===== config.mk =====
export PLATFORM = sky130hd
export DESIGN_NAME = tcb_nn_frame_ctrl
export DESIGN_NICKNAME = d
export VERILOG_FILES = /design/src/rtl/tcb_nn_frame_ctrl.sv
export SDC_FILE = /design/constraint.sdc
export NUM_CORES = 2
export LEC_CHECK = 0
export CAP_MARGIN = 25
export CORE_AREA = 2 2 391 393
export DETAILED_ROUTE_END_ITERATION = 10
export DIE_AREA = 0 0 393 395
export PLACE_DENSITY = 0.47
export SYNTH_ARGS = -nofsm -noshare
export SYNTH_HDL_FRONTEND = slang
export SYNTH_SLANG_ARGS = --single-unit

===== constraint.sdc =====
create_clock -name clk -period 2.5 [get_ports clk]
set_input_delay 0.75 -clock clk [delete_from_list [all_inputs] [get_ports clk]]
set_output_delay 0.75 -clock clk [all_outputs]
set_load 0.01 [all_outputs]

===== src/rtl/tcb_nn_frame_ctrl.sv =====
// ---------------------------------------------------------------------------
// tcb_nn_frame_ctrl
//   Sequencer in front of the TCB 121-16-10 MNIST core. It collects a
//   byte-serial pixel stream into one NPIX*PIX_W image word and offers it to
//   the core on a valid/ready handshake. CORE_LAT cycles after that handshake
//   it captures the core's class output and holds it on a result handshake
//   until the consumer takes it. It also counts accepted results and flags
//   frames whose length does not match NPIX.
//
//   Build option: FRAME_CTRL_PINGPONG_EN
//     undefined : one image buffer; pixels are accepted only in LOAD.
//     defined   : two image buffers (A/B). The next frame loads while the
//                 current one is being issued or waiting for its result.
//
// Ports
//   clk          rising-edge clock
//   rst          synchronous, active-high reset
//   pix_data     pixel byte
//   pix_valid    pixel present
//   pix_ready    pixel accepted when pix_valid & pix_ready
//   pix_last     marks the final pixel of a frame
//   core_img     image to the core; pixel 0 in the most significant byte
//   core_valid   image valid to the core
//   core_ready   core accepts the image
//   core_number  class output from the core
//   res_number   registered class result
//   res_valid    result available
//   res_ready    consumer takes the result
//   frame_cnt    number of results taken by the consumer (wraps)
//   err_len      one-cycle pulse on a frame-length error
// ---------------------------------------------------------------------------
module tcb_nn_frame_ctrl #(
  parameter int NPIX     = 121,
  parameter int PIX_W    = 8,
  parameter int CORE_LAT = 4,
  parameter int CNT_W    = 16
) (
  input  logic                  clk,
  input  logic                  rst,
  input  logic [PIX_W-1:0]      pix_data,
  input  logic                  pix_valid,
  output logic                  pix_ready,
  input  logic                  pix_last,
  output logic [NPIX*PIX_W-1:0] core_img,
  output logic                  core_valid,
  input  logic                  core_ready,
  input  logic [7:0]            core_number,
  output logic [7:0]            res_number,
  output logic                  res_valid,
  input  logic                  res_ready,
  output logic [CNT_W-1:0]      frame_cnt,
  output logic                  err_len
);

  localparam int IMG_W = NPIX * PIX_W;
  localparam int PC_W  = $clog2(NPIX + 1);
  localparam int LAT_W = $clog2(CORE_LAT + 1);

  localparam logic [PC_W-1:0]  LAST_IDX = PC_W'(NPIX - 1);
  localparam logic [LAT_W-1:0] LAT_LOAD = LAT_W'(CORE_LAT);
  localparam logic [LAT_W-1:0] LAT_ONE  = LAT_W'(1);

  typedef enum logic [1:0] {
    ST_LOAD  = 2'd0,
    ST_ISSUE = 2'd1,
    ST_WAIT  = 2'd2,
    ST_HOLD  = 2'd3
  } state_t;

  state_t            state_reg, state_next;
  logic [PC_W-1:0]   pix_cnt_reg, pix_cnt_next;
  logic [LAT_W-1:0]  lat_reg, lat_next;
  logic              res_valid_reg, res_valid_next;
  logic [7:0]        res_number_reg, res_number_next;
  logic [CNT_W-1:0]  frame_cnt_reg, frame_cnt_next;
  logic              err_len_reg, err_len_next;

  logic              pix_fire;
  logic              at_last;
  logic              frame_done;
  logic              frame_drop;
  logic              res_fire;
  logic              start_issue;
  logic [NPIX-1:0]   slot_hit;

  // -------------------------------------------------------------------------
  // Pixel counting and frame-length checking
  // -------------------------------------------------------------------------
  assign pix_fire   = pix_valid & pix_ready;
  assign at_last    = (pix_cnt_reg == LAST_IDX);
  assign frame_done = pix_fire & at_last;
  // An early pix_last throws the partial frame away.
  assign frame_drop = pix_fire & pix_last & ~at_last;
  assign res_fire   = res_valid_reg & res_ready;

  always_comb begin
    pix_cnt_next = pix_cnt_reg;
    if (pix_fire) begin
      if (at_last || pix_last) begin
        pix_cnt_next = '0;
      end else begin
        pix_cnt_next = pix_cnt_reg + 1'b1;
      end
    end
  end

  // A full-length frame without pix_last still completes but is flagged.
  assign err_len_next = frame_drop | (frame_done & ~pix_last);

  // One write strobe per byte slot of the image word.
  generate
    for (genvar gi = 0; gi < NPIX; gi++) begin : g_slot
      assign slot_hit[gi] = pix_fire && (pix_cnt_reg == PC_W'(gi));
    end
  endgenerate

  // -------------------------------------------------------------------------
  // Image buffering
  // -------------------------------------------------------------------------
`ifdef FRAME_CTRL_PINGPONG_EN
  logic [IMG_W-1:0] img_a_reg, img_a_next;
  logic [IMG_W-1:0] img_b_reg, img_b_next;
  logic [1:0]       full_reg, full_next;
  logic             load_sel_reg, load_sel_next;   // buffer being filled (0=A)
  logic             issue_sel_reg, issue_sel_next; // buffer owned by the FSM

  generate
    for (genvar gi = 0; gi < NPIX; gi++) begin : g_pp_wr
      assign img_a_next[(NPIX-gi)*PIX_W-1 -: PIX_W] =
        (slot_hit[gi] && !load_sel_reg) ? pix_data : img_a_reg[(NPIX-gi)*PIX_W-1 -: PIX_W];
      assign img_b_next[(NPIX-gi)*PIX_W-1 -: PIX_W] =
        (slot_hit[gi] &&  load_sel_reg) ? pix_data : img_b_reg[(NPIX-gi)*PIX_W-1 -: PIX_W];
    end
  endgenerate

  // The issuing buffer is released when its result is taken; the filled
  // buffer becomes full on its last pixel. These never target the same bit:
  // the filling buffer is empty while the issuing one is full.
  always_comb begin
    full_next      = full_reg;
    load_sel_next  = load_sel_reg;
    issue_sel_next = issue_sel_reg;
    if (res_fire) begin
      full_next[issue_sel_reg] = 1'b0;
      issue_sel_next           = ~issue_sel_reg;
    end
    if (frame_done) begin
      full_next[load_sel_reg] = 1'b1;
      load_sel_next           = ~load_sel_reg;
    end
  end

  always_ff @(posedge clk) begin
    if (rst) begin
      img_a_reg     <= '0;
      img_b_reg     <= '0;
      full_reg      <= '0;
      load_sel_reg  <= 1'b0;
      issue_sel_reg <= 1'b0;
    end else begin
      img_a_reg     <= img_a_next;
      img_b_reg     <= img_b_next;
      full_reg      <= full_next;
      load_sel_reg  <= load_sel_next;
      issue_sel_reg <= issue_sel_next;
    end
  end

  assign pix_ready   = ~full_reg[load_sel_reg];
  assign start_issue = full_reg[issue_sel_reg];
  assign core_img    = issue_sel_reg ? img_b_reg : img_a_reg;
`else
  logic [IMG_W-1:0] img_reg, img_next;

  generate
    for (genvar gi = 0; gi < NPIX; gi++) begin : g_wr
      assign img_next[(NPIX-gi)*PIX_W-1 -: PIX_W] =
        slot_hit[gi] ? pix_data : img_reg[(NPIX-gi)*PIX_W-1 -: PIX_W];
    end
  endgenerate

  always_ff @(posedge clk) begin
    if (rst) begin
      img_reg <= '0;
    end else begin
      img_reg <= img_next;
    end
  end

  // Pixels only arrive in LOAD, so a completed frame issues straight away.
  assign pix_ready   = (state_reg == ST_LOAD);
  assign start_issue = frame_done;
  assign core_img    = img_reg;
`endif

  // -------------------------------------------------------------------------
  // Frame FSM
  // -------------------------------------------------------------------------
  always_comb begin
    state_next      = state_reg;
    lat_next        = lat_reg;
    res_valid_next  = res_valid_reg;
    res_number_next = res_number_reg;
    frame_cnt_next  = frame_cnt_reg;
    core_valid      = 1'b0;
    case (state_reg)
      ST_LOAD: begin
        if (start_issue) begin
          state_next = ST_ISSUE;
        end
      end
      ST_ISSUE: begin
        core_valid = 1'b1;
        if (core_ready) begin
          lat_next   = LAT_LOAD;
          state_next = ST_WAIT;
        end
      end
      ST_WAIT: begin
        // Count 1 is the cycle core_number is valid for this image.
        if (lat_reg == LAT_ONE) begin
          res_number_next = core_number;
          res_valid_next  = 1'b1;
          state_next      = ST_HOLD;
        end else begin
          lat_next = lat_reg - 1'b1;
        end
      end
      ST_HOLD: begin
        if (res_fire) begin
          res_valid_next = 1'b0;
          frame_cnt_next = frame_cnt_reg + 1'b1;
          state_next     = ST_LOAD;
        end
      end
      default: begin
        state_next = ST_LOAD;
      end
    endcase
  end

  always_ff @(posedge clk) begin
    if (rst) begin
      state_reg      <= ST_LOAD;
      pix_cnt_reg    <= '0;
      lat_reg        <= '0;
      res_valid_reg  <= 1'b0;
      res_number_reg <= '0;
      frame_cnt_reg  <= '0;
      err_len_reg    <= 1'b0;
    end else begin
      state_reg      <= state_next;
      pix_cnt_reg    <= pix_cnt_next;
      lat_reg        <= lat_next;
      res_valid_reg  <= res_valid_next;
      res_number_reg <= res_number_next;
      frame_cnt_reg  <= frame_cnt_next;
      err_len_reg    <= err_len_next;
    end
  end

  assign res_valid  = res_valid_reg;
  assign res_number = res_number_reg;
  assign frame_cnt  = frame_cnt_reg;
  assign err_len    = err_len_reg;

endmodule

* Yosys cells after proc, flatten, opt, wreduce, memory -nomap -nowiden
Cells that the tools add are included.
** Cells by class
- Add/subtract/negate cells :: 3
- Equality and inequality tests :: 129
- Mux-type cells :: 13
- Bitwise logic cells :: 9
- Reductions and logical operators :: 131
** Operator list (count)
- $eq A7 B7 Y1 const B :: 57
- $eq A7 B6 Y1 const B :: 32
- $logic_and A1 B1 Y1 :: 121
- $eq A7 B5 Y1 const B :: 16
- $eq A7 B4 Y1 const B :: 8
- $eq A7 B3 Y1 const B :: 4
- $add A16 B1 Y16 const B :: 1
- $eq A7 B2 Y1 const B :: 2
- $mux W2 :: 4
- $ne A2 B2 Y1 const B :: 4
- $pmux W2 S4 :: 1
- $add A7 B1 Y7 const B :: 1
- $eq A7 B1 Y1 const B :: 1
- $logic_not A7 Y1 :: 1
- $mux W7 :: 1
- $and A1 B1 Y1 :: 6
- $mux W3 :: 2
- $pmux W3 S2 :: 1
- $reduce_and A3 Y1 :: 2
- $eq A2 B2 Y1 const B :: 2
- $reduce_and A2 Y1 :: 2
- $reduce_and A4 Y1 :: 1
- $reduce_bool A2 Y1 :: 2
- $eq A3 B1 Y1 const B :: 1
- 9 further kinds :: 12
** Storage, ports and cells
- Register bits after elaboration :: 1006
- Input bits :: 22
- Output and inout port bits :: 996

* Logic depth before layout (Yosys ltp)
- Depth after elaboration :: 5
- Gate-level depth with buffers :: 8

* Worst setup path after synthesis
Ideal clock, no wire load.
- Kind :: input port to flip-flop
- From :: input port pix_valid
- To :: register img_reg[543], in the netlist core_img[543]
- Setup time :: 0.128 ns
- Arrival :: 2.084 ns
- Required time :: 2.372 ns
- Setup slack :: 0.289 ns
- Stages :: 6
- Cell sequence :: buf_2 nand3_2 buf_2 nor3_4 mux2i_1 nor2_1
** Between the ends
- Word-level cells in the longest chain between the ends :: 2
** RTL lines
- start: declaration :: RTL line 41 : input logic pix_valid,
- $and A1 B1 Y1 :: RTL line 89 : assign pix_fire = pix_valid & pix_ready;
- $logic_and A1 B1 Y1 :: RTL line 113 : assign slot_hit[gi] = pix_fire && (pix_cnt_reg == PC_W'(gi));
- end signal: assignment :: RTL line 186 : img_reg <= img_next;
- end: declaration :: RTL line 173 : logic [IMG_W-1:0] img_reg, img_next;
No other way between the ends.
A chain may end at the register's enable or synchronous reset.

* Worst setup path in the final report
- From :: register img_reg[237], in the netlist core_img[237]
- To :: output port core_img[237]
** RTL lines
- end: declaration :: RTL line 44 : output logic [NPIX*PIX_W-1:0] core_img,
No word-level cell between the ends.

==> impl_results.md <==
- Minimum clock period: 2.445 ns
- Max reg flops: around 970
- Worst-path clk slew: 0.06 ns
- CP max stage delay: roughly 0.63 ns
- Critical Path Stages: 1
- Library cells used by synthesis: between 40 and 50
- Crit path cell chain: clkdlybuf4s50_1
- PwrDens: around 620 nW/um2
- Max-capacitance violation count: 0
- Worst Tran Pin Value: 0.8467 ns
- I/O Pins: ~1000
- Hold buffer count at cts: 0
- Syn Area/Cell: approximately 11 um2
- Setup Viol. Count Final: 0
- CTS Root Cell: clkbuf_16
- Worst Hold Class: in -> reg
- Multiplexer area fraction after synthesis: 26.02%
- DR vias: between 20000 and 30000
- Worst VDD drop: just over 0.5 mV
- Fill count: ~15000
- Pleak: 23.44 nW
- Register area: just over 20000 um2
- Layout cells sized above 1: between 10% and 20%
- Number of synthesis warnings: 0
- DRC errors left: 0
- Final Max Slew Viols: 0
- Cell class contributing the biggest share of worst-path delay: buffers and inverters
- Synth Area in Simple Gates: about 16%
- Via/cell ratio: roughly 4.3
- Vias in the first global route: 28450
- Final hold vios: 0
- Seq/Total Area, Yosys: a little over half
- Cell count of the worst reg-to-reg path: 6
- Core footprint: 151200 um2
- Top Layer Used: met5
- Setup CP Type: reg -> out
- Largest net degree at the start of global routing: 98
- DR WL met2: a little under 80 mm
- Clock Skew: around 0.042 ns
- Worst Setup SP: core_img[237]$_SDFFE_PP0P_
- Die Span X: about 390 um
- Final setup TNS: 0 ns
- Mapped cell area: approximately 37000 um2
- Die area: 155200 um2
- Resize count post-CTS: around 230
- Antenna cells: 0
- Complex-gate fraction of the synthesized area: 0.6229%
- M1 WL: about 63 mm
- Yosys reg bits: 1006
- Buffers on Ports: 1017
- Crit end category: primary output
- CTS max path bufs: 3
- First-pass GRT wire length: approximately 220 mm
- Crit-path slowest cell: clkdlybuf4s50_1
- Reg-to-reg critical path startpoint: pix_cnt_reg[6]$_SDFFE_PP0P_
- Final WL: 158.7 mm
- Status: completed
- 1st-iter DRT viols: approximately 1500
- # Post-CTS Setup Buffers: 0
- Crit path arrival time: roughly 1.7 ns
- Fmax: 0.4090 GHz
- Rows: roughly 140
- R2R Path End: core_img[441]$_SDFFE_PP0P_
- Drt wl/cell: 23.43 um
- Area grow syn2layout: 52.02%
- Post-synthesis adder-cell area fraction: 0.4019%
- Routability congestion estimate from global placement: approximately 0.77
- Initial antenna violation count: 3
- Period Utilization, post-route: between 90% and 100%
- DRT Pass-1 Iters: 7
- CTS tree: built
- Met3 WL: 11.17 mm
- Starting Density: roughly a quarter
- Synth async-reset ratio: 0%
- CP Max Fanout: 2
- Layout Utilization: between 30% and 40%
- Worst-Skew Late Latency: 0.73 ns
- Total gr overflow: 0
- Routed Antenna Nets: 0
- Crit path capture: core_img[237]
- RSZ-0062 raised after global routing: no
- Slew margin rel.: roughly 43%
- Fin nets: between 4000 and 5000
- Number of synthesized flops with an enable pin: 0
- Gr usage total: just under 20%
- Cells after Synth: ~3500
- Post-synthesis xor/xnor area fraction: less than 1%
- Hpwl dp: ~110 mm
- Combinational family with the most area after synthesis: multiplexers
- Ys flop type: dfxtp_1
- Post-synth net total: about 3600
- Crit start category: flip-flop
- Clock tree sinks: 1006
- Worst Path Buf+Inv: 1
- Cts bufs inserted: 115
- Area of the multi-input gates: about 16000 um2
- R2R Setup Slk: between 0.3 and 0.4 ns
- WP data required: 1.75 ns
- Die Y: around 400 um
- H-tree depth: 3
==> per-stage QoR <==
| stage | instances | power [W] | instance area, um2 | setup WS [ns] | hold slack [ns] |
|---|---|---|---|---|---|
| floorplan | 3519 | 0.01700 | 37360 | 0.2887 | 0.4604 |
| CTS | 6774 | 0.03566 | 56760 | -0.01120 | 0.2127 |
| finish | 6774 | 0.03507 | 56800 | 0.05509 | 0.2946 |
| global route | 6774 | 0.03632 | 56800 | 0.00003253 | 0.2427 |
| global placement | 6560 | 0.01775 | 53020 | -0.1760 | 0.4449 |
| detailed placement | 6560 | 0.01775 | 53020 | -0.1937 | 0.4467 |
==> synthesized netlist by cell type (all sizes together) (3+ instances only) <==
| cell | instances | area, um2 |
|---|---|---|
| and3b | 3 | 26.28 |
| or4 | 3 | 22.52 |
| buf | 71 | 341.6 |
| nor2 | 990 | 3716 |
| nand3 | 50 | 295.3 |
| nand4 | 6 | 37.54 |
| a21oi | 20 | 100.1 |
| ha | 12 | 150.1 |
| xnor2 | 7 | 61.31 |
| inv | 8 | 30.03 |
| nor3 | 94 | 1473 |
| xor2 | 7 | 61.31 |
| or3 | 6 | 37.54 |
| o21ai | 6 | 30.03 |
| o31ai | 3 | 22.52 |
| clkbuf | 195 | 732.0 |
| mux2i | 970 | 9709 |
| nor3b | 3 | 22.52 |
| nand2b | 5 | 31.28 |
| nand2 | 24 | 90.09 |
| nand3b | 5 | 37.54 |
| or3b | 3 | 26.28 |
| dfxtp | 1006 | 20140 |
| and3 | 9 | 56.30 |
==> per-layer routing <==
layer / vias to the layer above / track usage [%]
met5: - / 0
met4: 4 / 8.539
met3: 244 / 5.681
met2: 868 / 33.72
met1: 14110 / 22.75
li1: 14070 / -
==> final cells by class <==
type | instances | area share, %
clock buffers | 174 | 6.020
well taps | 2030 | 4.472
inverters | 8 | 0.05287
clock inverters | 40 | 1.018
repair buffers | 1277 | 24.48
flip-flops and latches | 1006 | 35.47
multi-input cells | 2239 | 28.49
==> cell usage in the layout (no fill, tap or decap), types with 5 or more instances in the layout <==
| master | n |
|---|---|
| inv_1 | 7 |
| buf_6 | 8 |
| clkinv_2 | 17 |
| clkbuf_16 | 115 |
| clkbuf_8 | 32 |
| a21oi_1 | 20 |
| nor3_4 | 89 |
| nor3_1 | 5 |
| dlygate4sd2_1 | 221 |
| nand3b_1 | 5 |
| buf_12 | 159 |
| ha_1 | 11 |
| nand3_1 | 41 |
| and3_1 | 9 |
| nand4_1 | 6 |
| dfxtp_2 | 7 |
| dfxtp_1 | 999 |
| mux2i_1 | 970 |
| buf_4 | 101 |
| clkbuf_1 | 27 |
| nand2_1 | 23 |
| clkdlybuf4s50_1 | 769 |
| nor2_1 | 989 |
| dlymetal6s2s_1 | 16 |
| xor2_1 | 7 |
| o21ai_0 | 6 |
| nand3_2 | 5 |
| xnor2_1 | 7 |
| bufinv_16 | 10 |
| or3_1 | 6 |
==> worst min-delay path by stage <==
| stage | startpoint | end | slack, ns | cells after the start |
|---|---|---|---|---|
| after floorplan | lat_reg[1]$_SDFFE_PP0P_ | lat_reg[1]$_SDFFE_PP0P_ | 0.46 | 2 |
| after global placement | res_number[7]$_SDFFE_PP0P_ | res_number[7]$_SDFFE_PP0P_ | 0.44 | 2 |
| after detailed placement | res_number[7]$_SDFFE_PP0P_ | res_number[7]$_SDFFE_PP0P_ | 0.45 | 2 |
| after CTS | pix_data[0] | core_img[800]$_SDFFE_PP0P_ | 0.21 | 3 |
| after global routing | pix_data[0] | core_img[800]$_SDFFE_PP0P_ | 0.24 | 3 |
| final | pix_data[0] | core_img[800]$_SDFFE_PP0P_ | 0.29 | 3 |
==> worst reg2reg max path: cells and delay by family (launching register included) <==
kind | cells | cell delay, ns
simple gates | 3 | 0.91
flops | 1 | 0.53
buf+inv | 2 | 0.41
mux | 1 | 0.18
==> cell families (layout without fill, tap and decap cells) <==
kind of cell | count (synthesis) | count (layout)
flops | 1006 | 1006
simple gates | 1204 | 1204
buf+inv | 274 | 1499
fa+ha+maj | 12 | 12
xor+xnor | 14 | 14
mux | 971 | 971
compound gates | 38 | 38
==> power breakdown <==
part | switching (W) | internal, W | total, W
combinational | 0.000937 | 0.000353 | 0.00129
sequential | 0.0000130 | 0.0161 | 0.0161
clock | 0.00723 | 0.0105 | 0.0177
total | 0.00818 | 0.0269 | 0.0351
(Power assumes the default switching activity.)
